--- config.mk ---
export PLATFORM = sky130hd
export DESIGN_NAME = io_display_ctrl_flat
export DESIGN_NICKNAME = d
export VERILOG_FILES = /design/src/rtl/io_pkg.sv /design/src/rtl/io_display_ctrl_if.sv /design/src/rtl/seg7_encode.sv /design/src/rtl/io_display_ctrl.sv /design/src/flat_wrapper.sv
export SDC_FILE = /design/constraint.sdc
export NUM_CORES = 1
export LEC_CHECK = 0
export CAP_MARGIN = 20
export CORE_ASPECT_RATIO = 1.25
export CORE_MARGIN = 4
export CORE_UTILIZATION = 45
export CTS_BUF_LIST = sky130_fd_sc_hd__clkbuf_4
export DETAILED_ROUTE_END_ITERATION = 7
export GPL_TIMING_DRIVEN = 0
export PLACE_DENSITY = 0.67
export SYNTH_ARGS = -nofsm -noshare
export SYNTH_HDL_FRONTEND = slang
export SYNTH_SLANG_ARGS = --single-unit
--- constraint.sdc ---
create_clock -name clk -period 8.6 [get_ports clk]
set_input_delay 1.72 -clock clk [delete_from_list [all_inputs] [get_ports clk]]
set_output_delay 1.72 -clock clk [all_outputs]
set_load 0.02 [all_outputs]
--- src/rtl/io_pkg.sv ---
// Shared segment constants and enums for the seven-segment display controller.
package io_pkg;

  localparam logic [6:0] SEG_BLANK = 7'h7F;
  localparam logic [6:0] SEG_DASH  = 7'b0111111;
  localparam logic [6:0] SEG_DIGIT [0:9] = '{
    7'b1000000, 7'b1111001, 7'b0100100, 7'b0110000, 7'b0011001,
    7'b0010010, 7'b0000010, 7'b1111000, 7'b0000000, 7'b0010000
  };

  typedef enum logic [1:0] {ZERO, OUT, IN} mode_e;

  typedef enum logic [1:0] {IDLE, LOAD, SHIFT, COMMIT} state_e;

endpackage

--- src/rtl/io_display_ctrl_if.sv ---
// CPU-side I/O bus of the display controller: flags, data, switches and display outputs.
interface io_display_ctrl_if #(
  parameter int unsigned DIGITS  = 8,
  parameter int unsigned WIDTH   = 32,
  parameter int unsigned SW_BITS = 4
);

  logic                   halt;
  logic [WIDTH-1:0]       num;
  logic                   output_flag;
  logic                   input_flag;
  logic [SW_BITS-1:0]     sw;
  logic [WIDTH-1:0]       user_input;
  logic [7*DIGITS-1:0]    hex;
  logic                   busy;
  logic                   overflow;

  modport master (
    output halt, num, output_flag, input_flag, sw,
    input  user_input, hex, busy, overflow
  );

  modport slave (
    input  halt, num, output_flag, input_flag, sw,
    output user_input, hex, busy, overflow
  );

endinterface

--- src/rtl/seg7_encode.sv ---
// Combinational BCD digit to active-low seven-segment pattern; codes 10-15 show blank.
module seg7_encode
  import io_pkg::*;
(
  input  logic [3:0] digit,
  output logic [6:0] seg_c
);

  always_comb begin
    seg_c = SEG_BLANK;
    case (digit)
      4'd0:    seg_c = SEG_DIGIT[0];
      4'd1:    seg_c = SEG_DIGIT[1];
      4'd2:    seg_c = SEG_DIGIT[2];
      4'd3:    seg_c = SEG_DIGIT[3];
      4'd4:    seg_c = SEG_DIGIT[4];
      4'd5:    seg_c = SEG_DIGIT[5];
      4'd6:    seg_c = SEG_DIGIT[6];
      4'd7:    seg_c = SEG_DIGIT[7];
      4'd8:    seg_c = SEG_DIGIT[8];
      4'd9:    seg_c = SEG_DIGIT[9];
      default: seg_c = SEG_BLANK;
    endcase
  end

endmodule

--- src/rtl/io_display_ctrl.sv ---
// Seven-segment display controller with a one-bit-per-clock double-dabble converter.
// Optional IO_DISPLAY_SIGNED_EN: OUT mode shows num as two's complement with a leading dash.
module io_display_ctrl
  import io_pkg::*;
#(
  parameter int unsigned DIGITS  = 8,
  parameter int unsigned WIDTH   = 32,
  parameter int unsigned SW_BITS = 4
) (
  input  logic              clk,
  input  logic              reset,
  io_display_ctrl_if.slave  bus
);

  localparam int unsigned BCD_W = 4 * DIGITS;
  localparam int unsigned HEX_W = 7 * DIGITS;
  localparam int unsigned CNT_W = (WIDTH > 1) ? $clog2(WIDTH) : 1;

  state_e             state_q, state_d;
  mode_e              cap_mode_q, cap_mode_d, last_mode_q, last_mode_d;
  logic [WIDTH-1:0]   bin_q, bin_d, cap_src_q, cap_src_d, last_src_q, last_src_d;
  logic [BCD_W-1:0]   bcd_q, bcd_d;
  logic [CNT_W-1:0]   cnt_q, cnt_d;
  logic [HEX_W-1:0]   hex_q, hex_d;
  logic               last_vld_q, last_vld_d;
  logic               sticky_q, sticky_d;
  logic               neg_q, neg_d;
  logic               busy_q, busy_d;
  logic               overflow_q, overflow_d;

  mode_e              mode_c;
  logic [SW_BITS-1:0] sw_c;
  logic [WIDTH-1:0]   user_input_c, src_c, mag_c;
  logic [BCD_W-1:0]   bcd_adj_c;
  logic [HEX_W-1:0]   seg_c;
  logic               neg_c, ovf_c, dash_all_c;

  assign sw_c         = bus.sw;
  assign user_input_c = WIDTH'(sw_c);

  // Mode and source selection from the CPU instruction flags
  always_comb begin
    mode_c = ZERO;
    src_c  = '0;
    if (bus.output_flag && !bus.input_flag) begin
      mode_c = OUT;
      src_c  = bus.num;
    end else if (!bus.output_flag && bus.input_flag) begin
      mode_c = IN;
      src_c  = user_input_c;
    end
  end

`ifdef IO_DISPLAY_SIGNED_EN
  // Negation of the most negative value wraps to itself, which is its correct magnitude
  assign neg_c = (mode_c == OUT) && src_c[WIDTH-1];
  assign mag_c = neg_c ? (~src_c + WIDTH'(1)) : src_c;
  assign ovf_c = sticky_q | (neg_q & (bcd_q[BCD_W-1 -: 4] != 4'd0));
`else
  assign neg_c = 1'b0;
  assign mag_c = src_c;
  assign ovf_c = sticky_q;
`endif

  assign dash_all_c = (cap_mode_q == IN) && (cap_src_q == '0);

  // Add-3 correction applied to every BCD digit before each shift
  always_comb begin
    bcd_adj_c = bcd_q;
    for (int unsigned i = 0; i < DIGITS; i++) begin
      if (bcd_q[4*i +: 4] >= 4'd5) begin
        bcd_adj_c[4*i +: 4] = bcd_q[4*i +: 4] + 4'd3;
      end
    end
  end

  for (genvar g = 0; g < DIGITS; g++) begin : g_enc
    seg7_encode u_enc (
      .digit (bcd_q[4*g +: 4]),
      .seg_c (seg_c[7*g +: 7])
    );
  end

  // Next-state and output logic; halt and ZERO mode abort any conversion
  always_comb begin
    state_d     = state_q;
    cap_mode_d  = cap_mode_q;
    last_mode_d = last_mode_q;
    bin_d       = bin_q;
    cap_src_d   = cap_src_q;
    last_src_d  = last_src_q;
    bcd_d       = bcd_q;
    cnt_d       = cnt_q;
    hex_d       = hex_q;
    last_vld_d  = last_vld_q;
    sticky_d    = sticky_q;
    neg_d       = neg_q;
    overflow_d  = overflow_q;

    if (bus.halt) begin
      state_d    = IDLE;
      hex_d      = {DIGITS{SEG_BLANK}};
      overflow_d = 1'b0;
      last_vld_d = 1'b0;
    end else if (mode_c == ZERO) begin
      state_d    = IDLE;
      hex_d      = {DIGITS{SEG_DIGIT[0]}};
      overflow_d = 1'b0;
      last_vld_d = 1'b0;
    end else begin
      case (state_q)
        IDLE: begin
          if (!last_vld_q || (src_c != last_src_q) || (mode_c != last_mode_q)) begin
            state_d = LOAD;
          end
        end
        LOAD: begin
          cap_src_d  = src_c;
          cap_mode_d = mode_c;
          bin_d      = mag_c;
          neg_d      = neg_c;
          bcd_d      = '0;
          sticky_d   = 1'b0;
          cnt_d      = CNT_W'(WIDTH - 1);
          state_d    = SHIFT;
        end
        SHIFT: begin
          sticky_d = sticky_q | bcd_adj_c[BCD_W-1];
          bcd_d    = {bcd_adj_c[BCD_W-2:0], bin_q[WIDTH-1]};
          bin_d    = bin_q << 1;
          if (cnt_q == '0) begin
            state_d = COMMIT;
          end else begin
            cnt_d = cnt_q - CNT_W'(1);
          end
        end
        COMMIT: begin
          for (int unsigned i = 0; i < DIGITS; i++) begin
            if (dash_all_c || (neg_q && (i == DIGITS - 1))) begin
              hex_d[7*i +: 7] = SEG_DASH;
            end else begin
              hex_d[7*i +: 7] = seg_c[7*i +: 7];
            end
          end
          overflow_d  = ovf_c;
          last_src_d  = cap_src_q;
          last_mode_d = cap_mode_q;
          last_vld_d  = 1'b1;
          state_d     = IDLE;
        end
        default: state_d = IDLE;
      endcase
    end

    busy_d = (state_d != IDLE);
  end

  always_ff @(posedge clk or posedge reset) begin
    if (reset) begin
      state_q     <= IDLE;
      cap_mode_q  <= ZERO;
      last_mode_q <= ZERO;
      bin_q       <= '0;
      cap_src_q   <= '0;
      last_src_q  <= '0;
      bcd_q       <= '0;
      cnt_q       <= '0;
      hex_q       <= {HEX_W{1'b1}};
      last_vld_q  <= 1'b0;
      sticky_q    <= 1'b0;
      neg_q       <= 1'b0;
      busy_q      <= 1'b0;
      overflow_q  <= 1'b0;
    end else begin
      state_q     <= state_d;
      cap_mode_q  <= cap_mode_d;
      last_mode_q <= last_mode_d;
      bin_q       <= bin_d;
      cap_src_q   <= cap_src_d;
      last_src_q  <= last_src_d;
      bcd_q       <= bcd_d;
      cnt_q       <= cnt_d;
      hex_q       <= hex_d;
      last_vld_q  <= last_vld_d;
      sticky_q    <= sticky_d;
      neg_q       <= neg_d;
      busy_q      <= busy_d;
      overflow_q  <= overflow_d;
    end
  end

  assign bus.user_input = user_input_c;
  assign bus.hex        = hex_q;
  assign bus.busy       = busy_q;
  assign bus.overflow   = overflow_q;

endmodule

--- src/flat_wrapper.sv ---
// flat-port wrapper written by rule: the top's interface ports become plain ports
module io_display_ctrl_flat import io_pkg::*;
#(
  parameter int unsigned DIGITS  = 8,
  parameter int unsigned WIDTH   = 32,
  parameter int unsigned SW_BITS = 4
)
  (clk, reset, bus_halt, bus_num, bus_output_flag, bus_input_flag, bus_sw, bus_user_input, bus_hex, bus_busy, bus_overflow);
  io_display_ctrl_if #(.DIGITS(DIGITS), .WIDTH(WIDTH), .SW_BITS(SW_BITS)) bus_i ();
  input  logic clk;
  input  logic reset;
  input wire logic [$bits(bus_i.halt)-1:0] bus_halt;
  input wire logic [$bits(bus_i.num)-1:0] bus_num;
  input wire logic [$bits(bus_i.output_flag)-1:0] bus_output_flag;
  input wire logic [$bits(bus_i.input_flag)-1:0] bus_input_flag;
  input wire logic [$bits(bus_i.sw)-1:0] bus_sw;
  output wire logic [$bits(bus_i.user_input)-1:0] bus_user_input;
  output wire logic [$bits(bus_i.hex)-1:0] bus_hex;
  output wire logic [$bits(bus_i.busy)-1:0] bus_busy;
  output wire logic [$bits(bus_i.overflow)-1:0] bus_overflow;
  assign bus_i.halt = bus_halt;
  assign bus_i.num = bus_num;
  assign bus_i.output_flag = bus_output_flag;
  assign bus_i.input_flag = bus_input_flag;
  assign bus_i.sw = bus_sw;
  assign bus_user_input = bus_i.user_input;
  assign bus_hex = bus_i.hex;
  assign bus_busy = bus_i.busy;
  assign bus_overflow = bus_i.overflow;
  io_display_ctrl #(.DIGITS(DIGITS), .WIDTH(WIDTH), .SW_BITS(SW_BITS)) u_core (.clk(clk), .reset(reset), .bus(bus_i));
endmodule
## Word-level counts from Yosys, hierarchy flattened

Memories as Yosys holds them, arrays and structs flattened.
Cells that the tools add are included.

- Flip-flop bits (word level): 199
- Latch bits: 0
- RAM bits: 0
- Bits in read-only memories: 896
- Input bits: 41
- Output and inout port bits: 90
- Word-level logic and storage cells: 106
- Memories kept: 8

Memories:

| name | depth | width | read ports | clocked after memory_dff | wr ports | RTL line | RTL |
|---|---|---|---|---|---|---|---|
| (no name shown) | 16 | 7 | 1 | 0 | 0 | seg7_encode.sv:11 | `case (digit)` |
| (no name shown) | 16 | 7 | 1 | 0 | 0 | seg7_encode.sv:11 |  |
| (no name shown) | 16 | 7 | 1 | 0 | 0 | seg7_encode.sv:11 |  |
| (no name shown) | 16 | 7 | 1 | 0 | 0 | seg7_encode.sv:11 |  |
| (no name shown) | 16 | 7 | 1 | 0 | 0 | seg7_encode.sv:11 |  |
| (no name shown) | 16 | 7 | 1 | 0 | 0 | seg7_encode.sv:11 |  |
| +2 memories | n/a | n/a | n/a | n/a | n/a | n/a |  |

- Add/sub/neg operators: 9
- $mul: 0
- Div/mod/pow operators: 0
- Order comparisons: 8
- Equal/unequal tests: 7
- Shift-type cells: 0
- Mux-type cells: 39
- Bitwise logic cells: 3
- Reduce and logical (&&, ||, !) cells: 19

Operator list:

| kind | number |
|---|---|
| $mux W56 | 3 |
| $pmux W32 S2 | 2 |
| $mux W7 | 8 |
| $mux W4 | 9 |
| $add A4 B2 Y4 const B | 8 |
| $ge A4 B3 Y1 const B | 8 |
| $logic_not A32 Y1 | 1 |
| $mux W32 | 1 |
| $ne A32 B32 Y1 | 1 |
| $mux W2 | 6 |
| $pmux W5 S2 | 1 |
| $reduce_and A3 Y1 | 3 |
| $pmux W2 S4 | 1 |
| $eq A2 B2 Y1 const B | 3 |
| $mux W1 | 6 |
| $logic_not A5 Y1 | 1 |
| $mux W5 | 1 |
| $sub A5 B1 Y5 const B | 1 |
| $logic_not A2 Y1 | 2 |
| $reduce_and A4 Y1 | 1 |
| $reduce_bool A2 Y1 | 2 |
| $logic_and A1 B1 Y1 | 3 |
| $logic_not A1 Y1 | 3 |
| $reduce_bool A3 Y1 | 1 |
| other kinds (7) | 9 |

## Longest topological paths before layout

Gate-level depths: netlist of run 1.

- Depth after elaboration: 12
- Gate-level depth with buffers: 11

## Cells and area by module

From an unflattened synthesis of run 1, not the netlist that was laid out.

- Cell total of the unflattened synthesis: 1,355
- Area total of the unflattened synthesis: 11,763.8 µm²

By module, submodules not included:

| module | times used | cells each | area each (µm²) | seq. area each (µm²) |
|---|---|---|---|---|
| io_display_ctrl | 1 | 1,113 | 10,146.0 | 5,049.8 |
| seg7_encode at u_core.g_enc[3].u_enc ... | 4 | 30 | 203.9 | 0.0 |
| seg7_encode at u_core.g_enc[0].u_enc ... | 2 | 31 | 200.2 | 0.0 |
| seg7_encode at u_core.g_enc[1].u_enc | 1 | 30 | 202.7 | 0.0 |
| seg7_encode at u_core.g_enc[7].u_enc | 1 | 30 | 198.9 | 0.0 |

## Worst setup path after synthesis of run 1

No wires, ideal clock.

- Kind: input to output
- Start point: input port bus_sw[0]
- End point: output port bus_user_input[0]
- Arrival time: 1.854 ns
- Path slack: 5.026 ns
- Stages on the path: 1
- Cells stage by stage: buf_4

RTL lines:

| element | RTL line | RTL |
|---|---|---|
| from (decl) | flat_wrapper.sv:16 | `input wire logic [$bits(bus_i.sw)-1:0] bus_sw;` |
| to (decl) | flat_wrapper.sv:17 | `output wire logic [$bits(bus_i.user_input)-1:0] bus_user_input;` |

No word-level cell between the ends.

## Final worst setup path of run 1

- Start point: input port bus_sw[3]
- End point: output port bus_user_input[3]

No word-level cell between the ends.

==> reports/metrics.yaml, run 1 <==
path_max_fanout: 2
clkTransAtPathRegs_ns: 0.17
fp.dieW_um: 146.9
syn_inst: 1210
fill_cells: 2247
cts-root-buf: "clkbuf_4"
endpoint_kind: "output port"
seq_area_frac_synth_pct: 46.56
synth_area_um2: 10850
drt_iter0_markers: 534
required_ns: 6.88
grt_max_degree: 104
vias: 9293
crit_type: "input pin to output port"
layout_common_cells: "o21ai_0 (146), dfrtp_1 (143), nand2_1 (140)"
total_power_mw: 2.643
hpwlAfterDp_mm: 23.23
setup_viol: 0
clock_skew_ns: 0.03520
fin_crit_sh_pct: 53.94
htree_levels: 4
final_common_cell: "o21ai_0"
crit_path_start_kind: "input pin"
fin_tns_setup_ns: 0
power.share.sequential_pct: 45.2
drt-total-wl_mm: 30.91
cap_violations: 0
internal_power_mw: 1.612
hold_violations: 0
antenna_found_initial: 1
drc: 0
drive_gt1_share_pct: 12.54
fmax_ghz: 0.2156
met1_length_mm: 13.09
synth_flop_cell: "dfrtp_1"
synthToLayoutAreaGrowth_pct: 17.51
powerDensity_nw_per_um2: 207.4
slew_headroom_pct: 43.08
rows: 63
clock_sinks: 199
grt_usage_pct: 23.46
dr_wl_met2_mm: 15.32
comb_power_share_pct: 34.1
port_buffers: 102
dr_wl_met3_mm: 1.542
core_um2: 23730
cts_tree: "yes"
initial_utilization_pct: 45.72
cts_made_buffers: 17
async_reset_ff_share_pct: 100.0
ir_worst_vdd_v: 0.0001065
placed_area_um2: 12410
clkPwrFrac_pct: 20.7
io_pins: 131
wire_per_inst_um: 18.19
yosys_warnings: 0
p_sw_mw: 1.032
p_leak_nw: 5.492
nets: 1449
ys_types: 55
arrival_ns: 2.92
swShare_pct: 39.03
postSynthAreaPerCell_um2: 8.964
dr.pass1.iters: 5
die_y_um: 181.6
synth_edf_count: 0
grt_pass1_wl_mm: 50.67
finalWorstSetupSlack_ns: 3.961
rsz0062_at_grt: "false"
gp_congestion: 0.9256
gr-total-overflow: 0
dieArea_um2: 26670
final_max_slew_viol_count: 0
status: "finished clean"
design_area_um2: 12750
cts_buffer_depth: 2
hold_buffers: 0
clkLatencyLatePin_ns: 0.62
cts_setup_buffers: 0
cts_resized: 0
ant_nets: 0
grt_pass1_vias: 9454
highest_layer: "met4"
vias_per_cell: 5.470
tightest_slew_ns: 0.8473
utilization_pct: 53.72
hold_path.class: "flip-flop to flip-flop"
ys_ff_latch: 199
fin_crit_ns: 4.639
dpl_worst_slack_ns: 3.820
==> worst max-delay path, cell delays in order <==
cell	delay, ns
clkdlybuf4s50_1	0.48
buf_4	0.11
clkdlybuf4s50_1	0.60
==> power groups by stage <==
stage | clock, mW | sequential (mW) | combinational, mW
6_report | 0.546 | 1.19 | 0.902
3_3_place_gp | 0 | 1.21 | 0.884
3_5_place_dp | 0 | 1.21 | 0.897
4_1_cts | 0.562 | 1.19 | 0.903
2_1_floorplan | 0 | 1.20 | 0.625
5_1_grt | 0.598 | 1.21 | 1.01
==> area by class of cell <==
| cell class | instances | area [um2] | share of cell area [%] |
|---|---|---|---|
| multi-input cells | 873 | 5135 | 40.29 |
| flip-flops and latches | 199 | 5050 | 39.62 |
| diodes | 2 | 5.005 | 0.03927 |
| well taps | 325 | 406.6 | 3.190 |
| clock inverters | 15 | 202.7 | 1.590 |
| inverters | 53 | 206.4 | 1.620 |
| clock buffers | 17 | 127.6 | 1.001 |
| plain buffers | 112 | 564.3 | 4.427 |
| repair buffers | 103 | 1049 | 8.226 |
==> path summary, 6_finish.rpt <==
check,start,endpoint,slack [ns],cells past startpoint
max in group asynchronous,reset,u_core.bus.hex[25],6.03,3
max,bus_sw[3],bus_user_input[3],3.96,3
max reg2reg,u_core.state_q[0],u_core.last_src_q[5],5.90,7
min,u_core.bin_q[23],u_core.bin_q[23],0.50,2
min in group asynchronous,reset,u_core.bcd_q[18],1.57,2
min reg2reg,u_core.bin_q[23],u_core.bin_q[23],0.50,2
==> synthesized netlist by cell type (6+ instances only) <==
library cell	n	area (um2)
xor2_1	7	61.31
o21ai_0	146	730.7
nand3_1	19	95.09
buf_1	6	22.52
dfrtp_1	143	3578
ha_1	49	613.1
mux2i_1	10	100.1
nor3_1	6	30.03
o31ai_1	11	82.58
nand2_1	140	525.5
clkbuf_1	60	225.2
mux2_2	32	360.4
nor2_1	98	367.9
or3_1	7	43.79
nor4_1	10	62.56
buf_4	32	240.2
buf_2	13	65.06
nand2b_1	16	100.1
o22ai_1	30	187.7
inv_1	52	195.2
o21ai_1	15	75.07
nand4_1	6	37.54
a211o_1	7	61.31
dfstp_2	56	1471
a21oi_1	137	685.7
a31oi_1	11	68.82
xnor2_1	26	227.7
==> registers in the layout, summed over array words and instances (netlist names) <==
| signal | count |
|---|---|
| u_core.bin_q | 32 |
| u_core.last_src_q | 32 |
| u_core.last_vld_q | 1 |
| u_core.bcd_q | 32 |
| u_core.last_mode_q | 2 |
| u_core.cnt_q | 5 |
| u_core.cap_src_q | 32 |
| u_core.bus.overflow | 1 |
| u_core.bus.busy | 1 |
| u_core.ovf_c | 1 |
| u_core.cap_mode_q | 2 |
| u_core.bus.hex | 56 |
| u_core.state_q | 2 |
==> kinds of logic (layout without fill, tap and decap cells) <==
kind of cell,Yosys count,in the layout,share of synthesized area (%)
other cells,1,30,0.03457
xor+xnor,33,33,2.665
fa+ha+maj,49,49,5.652
simple gates,326,326,13.44
compound gates,395,395,20.37
flops,199,199,46.56
mux,42,42,4.245
buf+inv,165,300,7.037
==> metal layers <==
metal | vias up | global-route usage [%]
met2 | 278 | 40.14
li1 | 4458 | -
met3 | 55 | 4.069
met5 | - | 0
met1 | 4502 | 29.70
met4 | 0 | 8.886
==> per-stage QoR <==
stage	cells	hold slack [ns]
5_1_grt	1699	0.5275
6_report	1699	0.5012
3_3_place_gp	1664	0.4620
3_5_place_dp	1665	0.4710
2_1_floorplan	1237	0.4488
4_1_cts	1697	0.5066
No activity file was read; power rests on OpenSTA's default activity.
==> run 2: changes to the inputs <==
Clock period 8.6 ns to 4.4 ns, I/O delays scaled along.
==> run 2 against run 1 <==
Net effect: critical path depth is 6 higher; die area is the same; clock skew is 0.0017 ns higher; sequential cell count stayed put; clock power grew 85%; global-route usage is 0.20 points lower; non-clock buffer count grew 4; first-iteration DRC count is 1.1% higher; utilization rose by 0.18 points; sequential power increased by 97%; clock-buffer cell count did not move.
==> reports/metrics.yaml, run 2 (synthesized netlist as in run 1, its figures left out) <==
final_common_cell: "o21ai_0"
initial_utilization_pct: 45.72  # unchanged
hp-start: "u_core.bin_q[12]"
dpl_worst_slack_ns: 0.4324  # -3.387 ns
fp.dieW_um: 146.9  # unchanged
rsz0062_at_grt: "false"
whs_ns: 0.5031  # +0.001914 ns
hold_depth: 2  # unchanged
critPathLaunch: "bus_input_flag"
clock_sinks: 199  # unchanged
final_max_slew_viol_count: 0  # unchanged
required_ns: 4.91  # -1.97 ns
ant_nets: 0  # unchanged
clock_skew_ns: 0.03695  # +0.001750 ns
cts-root-buf: "clkbuf_4"
antenna_found_initial: 1  # unchanged
cap_violations: 0  # unchanged
status: "finished clean"
crit_path_start_kind: "input pin"
placed_area_um2: 12480  # +0.55%
grt_usage_pct: 23.26  # -0.20 points
dieArea_um2: 26670  # unchanged
p_leak_nw: 5.506  # +0.25%
htree_levels: 4  # unchanged
ir_worst_vdd_v: 0.0002185  # +110%
hold_path.class: "flip-flop to flip-flop"
arrival_ns: 3.78  # +0.86 ns
slew_headroom_pct: 30.11  # -13 points
wire_per_inst_um: 18.11  # -0.44%
drt-total-wl_mm: 30.90  # about the same
dr.pass1.iters: 5  # unchanged
endpoint_kind: "flip-flop"
setup_viol: 0  # unchanged
fin_crit_sh_pct: 74.41
largest_register_ffs: 56  # unchanged
utilization_pct: 53.91  # +0.18 points
total_power_mw: 5.110  # +93%
grt_pass1_vias: 9355  # -1.0%
drt_iter0_markers: 540  # +1.1%
grt_max_degree: 42  # -60%
die_y_um: 181.6  # unchanged
cts_buffer_depth: 2  # unchanged
layout_common_cells: "o21ai_0 (146), dfrtp_1 (143), nand2_1 (140)"
cts_setup_buffers: 0  # unchanged
max_stage_delay_ns: 0.66  # +0.06 ns
clkTransAtPathRegs_ns: 0.20  # +0.03 ns
cts_resized: 0  # unchanged
cpMostUsedCell: "buf_2"
timing.critical_path.slowest_stage_cell: "clkbuf_1"
clkLatencyLatePin_ns: 0.63  # about the same
fin_tns_setup_ns: 0  # unchanged
r2r_slack_ns: 1.52  # -4.38 ns
vias: 9275  # -0.19%
core_um2: 23730  # unchanged
placed_cells: 1669  # +0.24%
fin_crit_ns: 3.274
reg2reg_to: "u_core.last_src_q[10]"
io_pins: 131  # unchanged
hold_violations: 0  # unchanged
cts_tree: "yes"
design_area_um2: 12790  # +0.34%
stdcell_count: 1706  # +0.41%
cts_made_buffers: 17  # unchanged
hpwlAfterDp_mm: 23.36  # +0.57%
rr_worst_depth: 7  # unchanged
path_max_fanout: 10  # +8
drive_gt1_share_pct: 12.79  # +0.25 points
hold_buffers: 0  # unchanged
vias_per_cell: 5.437  # -0.60%
finalWorstSetupSlack_ns: 1.126  # -2.835 ns
gr-total-overflow: 0  # unchanged
grt_pass1_wl_mm: 49.69  # -1.9%
gp_congestion: 0.9269  # +0.14%
tightest_slew_ns: 1.040  # +0.1931 ns
fmax_ghz: 0.3054
worstPathCellList: "clkdlybuf4s50_1 -> inv_1 -> ha_1 -> buf_2 -> nand2b_1 -> nor2_1 -> buf_2 -> clkbuf_1 -> o21ai_0"
crit_type: "input pin to flip-flop"
whs_endpoint: "u_core.bin_q[12]"
port_buffers: 102  # unchanged
r2r_start: "u_core.state_q[0]"
powerDensity_nw_per_um2: 399.5  # +93%
drc: 0  # unchanged
nets: 1453  # +0.28%
synthToLayoutAreaGrowth_pct: 17.91
rows: 63  # unchanged
run 2: changes by cell type in the layout (fill, tap and decap cells not counted):
cell | previous run | this run
buf_12 | 0 | 5
buf_16 | 1 | 0
bufinv_16 | 1 | 0
clkinv_4 | 2 | 1
clkinv_8 | 5 | 2
clkinvlp_4 | 0 | 2
diode_2 | 2 | 5
inv_12 | 0 | 1
inv_6 | 2 | 3
inv_8 | 6 | 7
run 2: layout make-up:
class / instances / area [um2]
fill: 2241 / 10940
clock buffer: 17 / 127.6
antenna: 5 / 12.51
multi-input combinational: 873 / 5135
timing repair buffer: 107 / 1121
buffer: 112 / 564.3
clock inverter: 15 / 170.2
sequential: 199 / 5050
tap: 325 / 406.6
inverter: 53 / 202.7
run 2: layer usage:
metal / part of all wire, % / global-route usage, % / vias to the layer above
met2: 49 / 39.58 / 265
met5: 0 / 0 / -
met3: 5.1 / 4.618 / 63
met1: 42 / 28.95 / 4473
li1: - / - / 4474
met4: 3.8 / 9.563 / 0
run 2: worst max-delay path by stage:
stage	end	slack [ns]	cells past startpoint
2_1_floorplan	u_core.bcd_q[0]	0.99	1
3_3_place_gp	u_core.bcd_q[5]	-0.67	2
3_5_place_dp	u_core.last_src_q[10]	0.43	9
4_1_cts	u_core.last_src_q[10]	1.14	9
5_1_grt	u_core.last_src_q[10]	1.03	9
6_report	u_core.last_src_q[10]	1.13	9
run 2: critical path, delay by kind of cell:
kind / cells / cell delay (ns)
adder cells (fa/ha/maj): 1 / 0.28
AND/OR/NAND/NOR: 2 / 0.66
AO/OA/AOI/OAI: 1 / 0.19
buffers and inverters: 5 / 1.77
run 2: power by group:
group,internal (mW),leakage [nW],switching [mW],total [mW]
Clock,0.273,0.160,0.739,1.01
Combinational,0.709,2.86,1.05,1.76
Sequential,2.12,2.49,0.220,2.34
Total,3.10,5.51,2.01,5.11
==> run 3: changes to the inputs <==
Clock period 4.4 ns to 3.4 ns, I/O delays scaled along.
==> results of run 3 <==
Same layout as run 2 (identical final DEF). Status: finished clean.
Main changes from that run: setup slack after placement 0.4324 ns -> -0.3676 ns; setup slack after layout 1.126 ns -> 0.3261 ns; register-to-register setup slack 1.52 ns -> 0.52 ns; total power 5.110 mW -> 6.612 mW; worst IR drop on VDD 0.0002185 V -> 0.0002828 V
